===== src/rtl/cmp_pkg.sv =====
// Shared encodings and helpers for the chunked sequential magnitude comparator.
package cmp_pkg;

  localparam int unsigned OP_W  = 3;
  localparam int unsigned ST_W  = 2;

  localparam logic [OP_W-1:0] CMP_GT = 3'd0;
  localparam logic [OP_W-1:0] CMP_GE = 3'd1;
  localparam logic [OP_W-1:0] CMP_LT = 3'd2;
  localparam logic [OP_W-1:0] CMP_LE = 3'd3;
  localparam logic [OP_W-1:0] CMP_EQ = 3'd4;
  localparam logic [OP_W-1:0] CMP_NE = 3'd5;

  localparam logic [ST_W-1:0] IDLE = 2'd0;
  localparam logic [ST_W-1:0] SCAN = 2'd1;
  localparam logic [ST_W-1:0] DONE = 2'd2;

  // Chunk index width; never zero even when there is a single chunk.
  function automatic int unsigned idx_width(input int unsigned nchunk);
    return (nchunk <= 1) ? 1 : $clog2(nchunk);
  endfunction

  localparam int unsigned CMP_IDX_W = idx_width(16 / 4);

  // Reserved encodings fall through to 0.
  function automatic logic map_op(input logic [OP_W-1:0] op, input logic gt,
                                  input logic eq, input logic lt);
    logic r;
    r = 1'b0;
    case (op)
      CMP_GT:  r = gt;
      CMP_GE:  r = gt | eq;
      CMP_LT:  r = lt;
      CMP_LE:  r = lt | eq;
      CMP_EQ:  r = eq;
      CMP_NE:  r = ~eq;
      default: r = 1'b0;
    endcase
    return r;
  endfunction

endpackage


===== src/rtl/cmp_seq_chunk_cmp.sv =====
// Combinational unsigned compare of one CHUNK-bit slice.
module chunk_cmp #(
  parameter int unsigned CHUNK = 4
) (
  input  logic [CHUNK-1:0] a,
  input  logic [CHUNK-1:0] b,
  output logic             gt,
  output logic             eq
);

  assign gt = (a > b);
  assign eq = (a == b);

endmodule


===== src/rtl/cmp_seq.sv =====
// Multi-cycle magnitude comparator: scans operands MSB chunk first and stops
// at the first differing chunk, with valid/ready on both sides.
module cmp_seq
  import cmp_pkg::*;
#(
  parameter int unsigned WIDTH = 16,
  parameter int unsigned CHUNK = 4
) (
  input  logic             clk,
  input  logic             rst_n,
  input  logic             in_valid,
  output logic             in_ready,
  input  logic [WIDTH-1:0] x,
  input  logic [WIDTH-1:0] y,
  input  logic             is_signed,
  input  logic [OP_W-1:0]  op,
  output logic             out_valid,
  input  logic             out_ready,
  output logic             o,
  output logic             gt,
  output logic             eq,
  output logic             lt
);

  localparam int unsigned NCHUNK = WIDTH / CHUNK;
  localparam int unsigned IDX_W  = idx_width(NCHUNK);

  logic [ST_W-1:0]  state_q, state_d;
  logic [WIDTH-1:0] xs_q, xs_d, ys_q, ys_d;
  logic [OP_W-1:0]  op_q, op_d;
  logic [IDX_W-1:0] idx_q, idx_d;
  logic             out_valid_q, out_valid_d;
  logic             o_q, o_d, gt_q, gt_d, eq_q, eq_d, lt_q, lt_d;

  logic [CHUNK-1:0] a_chunk, b_chunk;
  logic             c_gt, c_eq;

  assign a_chunk = xs_q[32'(idx_q) * CHUNK +: CHUNK];
  assign b_chunk = ys_q[32'(idx_q) * CHUNK +: CHUNK];

  chunk_cmp #(.CHUNK(CHUNK)) u_chunk_cmp (
    .a  (a_chunk),
    .b  (b_chunk),
    .gt (c_gt),
    .eq (c_eq)
  );

  // Next-state and datapath update.
  always_comb begin
    state_d     = state_q;
    xs_d        = xs_q;
    ys_d        = ys_q;
    op_d        = op_q;
    idx_d       = idx_q;
    out_valid_d = out_valid_q;
    o_d         = o_q;
    gt_d        = gt_q;
    eq_d        = eq_q;
    lt_d        = lt_q;
    case (state_q)
      IDLE: begin
        if (in_valid) begin
          // Flipping the sign bit maps two's-complement order onto unsigned order.
          xs_d            = x;
          xs_d[WIDTH-1]   = x[WIDTH-1] ^ is_signed;
          ys_d            = y;
          ys_d[WIDTH-1]   = y[WIDTH-1] ^ is_signed;
          op_d            = op;
          idx_d           = IDX_W'(NCHUNK - 1);
          state_d         = SCAN;
        end
      end
      SCAN: begin
        if (!c_eq) begin
          gt_d        = c_gt;
          lt_d        = ~c_gt;
          eq_d        = 1'b0;
          o_d         = map_op(op_q, c_gt, 1'b0, ~c_gt);
          out_valid_d = 1'b1;
          state_d     = DONE;
        end else if (idx_q == '0) begin
          gt_d        = 1'b0;
          lt_d        = 1'b0;
          eq_d        = 1'b1;
          o_d         = map_op(op_q, 1'b0, 1'b1, 1'b0);
          out_valid_d = 1'b1;
          state_d     = DONE;
        end else begin
          idx_d = idx_q - IDX_W'(1);
        end
      end
      DONE: begin
        if (out_ready) begin
          out_valid_d = 1'b0;
          state_d     = IDLE;
        end
      end
      default: begin
        out_valid_d = 1'b0;
        state_d     = IDLE;
      end
    endcase
  end

  always_ff @(posedge clk or negedge rst_n) begin
    if (!rst_n) begin
      state_q     <= IDLE;
      xs_q        <= '0;
      ys_q        <= '0;
      op_q        <= '0;
      idx_q       <= '0;
      out_valid_q <= 1'b0;
      o_q         <= 1'b0;
      gt_q        <= 1'b0;
      eq_q        <= 1'b0;
      lt_q        <= 1'b0;
    end else begin
      state_q     <= state_d;
      xs_q        <= xs_d;
      ys_q        <= ys_d;
      op_q        <= op_d;
      idx_q       <= idx_d;
      out_valid_q <= out_valid_d;
      o_q         <= o_d;
      gt_q        <= gt_d;
      eq_q        <= eq_d;
      lt_q        <= lt_d;
    end
  end

  assign in_ready  = (state_q == IDLE);
  assign out_valid = out_valid_q;
  assign o         = o_q;
  assign gt        = gt_q;
  assign eq        = eq_q;
  assign lt        = lt_q;

endmodule

===== config.mk =====
export PLATFORM = sky130hd
export DESIGN_NAME = cmp_seq
export DESIGN_NICKNAME = d
export VERILOG_FILES = /design/src/rtl/cmp_pkg.sv /design/src/rtl/cmp_seq_chunk_cmp.sv /design/src/rtl/cmp_seq.sv
export SDC_FILE = /design/constraint.sdc
export NUM_CORES = 1
export LEC_CHECK = 0
export BUFFER_PORTS_ARGS = -buffer_cell sky130_fd_sc_hd__buf_2
export CORE_ASPECT_RATIO = 0.8
export CORE_MARGIN = 5
export CORE_UTILIZATION = 40
export DETAILED_ROUTE_END_ITERATION = 7
export GPL_ROUTABILITY_DRIVEN = 0
export PLACE_DENSITY = 0.58
export SKIP_LAST_GASP = 1
export SLEW_MARGIN = 20
export SYNTH_ARGS = -nofsm -noshare
export SYNTH_HDL_FRONTEND = slang
export SYNTH_SLANG_ARGS = --single-unit

===== constraint.sdc =====
create_clock -name clk -period 6.7 [get_ports clk]
set_input_delay 0.335 -clock clk [delete_from_list [all_inputs] [get_ports clk]]
set_output_delay 0.335 -clock clk [all_outputs]
set_load 0.02 [all_outputs]

==> run summary <==
Total GRT Usage = 12.76%
HPWL Detailed = 3110 um
Flop2flop setup slack = 4.13 ns
Warnings from Yosys = 0
Mapped Area = 2203 um2
H-tree lvl count = 2
Share of the synthesized area in the top cell type = 49.97%
ANT cells = 0
CTS buffer count = 5
Synth Area in Compound Gates = 4.713%
Grt ovf = 0
Largest net degree at the start of global routing = 45
Fin. Hold Viols = 0
Port Buf Inserts = 45
Share of layout cells above drive strength 1 = 51.03%
Routed wire length = 4236 um
RSZ-0062 raised after global routing = false
Main combinational cell family by area after synthesis = multiplexers
Tmin final = 2.575 ns
Cells after synthesis = 148
RR Startpoint = idx_q[0]
Endpoints failing setup = 0
Row cnt = 24
CTS root buffer = clkbuf_8
WP data required = 6.89 ns
Max Slew Vio Count = 0
CTS tree = built
Slew margin rel. = 54.08%
Initial antenna violation count = 0
Layout Cells excl Fill = 259
Initial core utilization = 40.76%
Die width = 92.98 um
Placed Instances = 251
Vias per inst = 4.892
Post-synthesis register bit count = 44
Sum Neg Setup Slack = 0 ns
Final ANT Viol Nets = 0
Main area contributors after synthesis = dfrtp_1 (50%), mux2_4 (22%), mux4_2 (8.2%)
CP Max Fanout = 11
CP Data Arrival Time = 2.76 ns
Syn Nets = 193
CTS Hold Bufs = 0
Critical path type = flip-flop to flip-flop
Reg2reg path depth = 6
Mean cell area of the mapped netlist = 14.89 um2
First-pass iteration count of the detailed router = 4
IO Pins = 46
Setup Skew = 0.01025 ns
Global-route wire length before repair = 7182 um
Pleak = 1.256 nW
Clk slew on worst S/H paths = 0.09 ns
Vias in the first global route = 1437
Yosys cell types = 28
Adder-cell share of the synthesized area = 2.839%
Area delta synth->final = 16.58%
Max-cap violation count = 0
Run status = complete, no violations
Design Power = 1.202 mW
Post-CTS Resized = 0
Hold Crit Class = input pin to asynchronous set/reset pin
Clock sinks = 44
DRC viols = 0
CORE AREA = 5405 um2
Sequential cell area fraction in the yosys report = 49.97%
CP Launch Type = flip-flop
Fillers = 493
Postcts setup bufs = 0
Max Buffers Root-to-Sink = 2
Worst Setup End Kind = flip-flop
Worst slack, placed = 4.092 ns
Area leader, netlist = dfrtp_1
Number of DRC markers in iteration 0 = 26
Clock latency on the worst-skew pair = 0.30 ns
VDD IR max = 0.0001276 V
DIE AREA = 7102 um2
Max Clk Rate = 0.3884 GHz
Simple-Gate Fraction of Synth Area = 7.041%
Worst Max-Slew Pin Slew = 0.6887 ns
Crit share post-route = 38.43%
P per Cell Area = 468.1 nW/um2
Number of nets in the layout = 238
Reg-to-reg endpoint = o
Vias = 1267
Synth Area in XOR/XNOR = 0.7950%
DIE HEIGHT = 76.38 um
Avg WL per Cell = 16.36 um
Final setup margin = 4.125 ns
Mux cell area share after synthesis = 30.66%
[layer usage]
| layer | wire [um] | GRT usage [%] | up-vias |
|---|---|---|---|
| li1 | - | - | 621 |
| met1 | 1998 | 16.97 | 618 |
| met2 | 2026 | 19.99 | 24 |
| met3 | 168 | 3.258 | 4 |
| met4 | 42 | 4.832 | 0 |
| met5 | 0 | 0 | - |
[synthesized netlist by cell type]
cell	number
nand4_2	1
nor4bb_1	1
buf_2	1
mux2_4	33
nor2b_1	1
mux4_2	8
clkbuf_1	1
nand2_1	5
o21a_1	1
and2b_1	1
o21ai_0	3
xnor2_1	2
or2_1	1
a22o_1	2
and2_4	2
buf_6	5
a21oi_1	6
inv_1	6
nor3_1	3
o21ai_1	1
dfrtp_1	44
a311o_1	1
o21ai_2	1
nand2b_1	3
nor2_1	8
nor3b_2	1
o311a_1	1
ha_1	5
[where the power goes]
part	leakage [nW]	internal [mW]	switching (mW)
logic	0.680	0.308	0.203
clock network	0.0614	0.122	0.0909
registers	0.514	0.393	0.0866
total	1.26	0.822	0.380
[logic make-up after synthesis]
kind of cell,Yosys count
and+or+nand+nor,27
DFF,44
AOI/OAI and AO/OA,16
adders and majority gates,5
muxes,41
xor gates and xnor gates,2
buffers and inverters,13
[worst max path at each step]
| stage | from | endpoint | slack (ns) |
|---|---|---|---|
| floorplan | idx_q[0] | o | 4.36 |
| detailed placement | idx_q[0] | o | 4.09 |
| global placement | idx_q[0] | o | 4.17 |
| global route | idx_q[0] | o | 3.96 |
| CTS | idx_q[0] | o | 4.07 |
| finish | idx_q[0] | o | 4.13 |
[placed cells by master (no fill, tap or decap), drive strengths merged]
master  count
a21oi       6
a22o        2
a311o       1
and2        2
and2b       1
buf        45
bufinv      1
clkbuf      6
clkinv      1
dfrtp      44
ha          5
inv         6
mux2       33
mux4        8
nand2       5
nand2b      3
nand4       1
nor2        8
nor2b       1
nor3        3
nor3b       1
nor4bb      1
o21a        1
o21ai       5
o311a       1
or2         1
xnor2       2
[final cells by class]
class	instances	area (um2)	area share [%]
Inverter	6	22.52	0.8768
Sequential cell	44	1101	42.86
Multi-Input combinational cell	91	1015	39.50
Timing Repair Buffer	45	227.7	8.865
Clock inverter	2	38.79	1.510
Clock buffer	6	82.58	3.215
Tap cell	65	81.33	3.166
[worst max-delay path, stage by stage, from the launching register on]
cell	delay, ns
dfrtp_1	0.71
mux4_2	0.58
ha_1	0.34
o21ai_1	0.13
a21oi_1	0.09
o311a_1	0.30
a311o_1	0.32
[sequential cells by signal (all words and copies together) (netlist names)]
| signal | cells |
|---|---|
| o | 1 |
| op_q | 3 |
| idx_q | 2 |
| gt | 1 |
| out_valid | 1 |
| xs_q | 16 |
| lt | 1 |
| ys_q | 16 |
| state_q | 2 |
| eq | 1 |
[through the flow]
step	hold WS [ns]	area (um2)	utilization (%)
finish	0.02519	2569	47.52
global route	0.07029	2569	47.52
CTS	0.2213	2566	47.48
detailed placement	0.4738	2445	45.23
global placement	0.4665	2445	45.23
floorplan	0.03941	2203	-
Note: power is estimated with default switching activity, not from simulation.
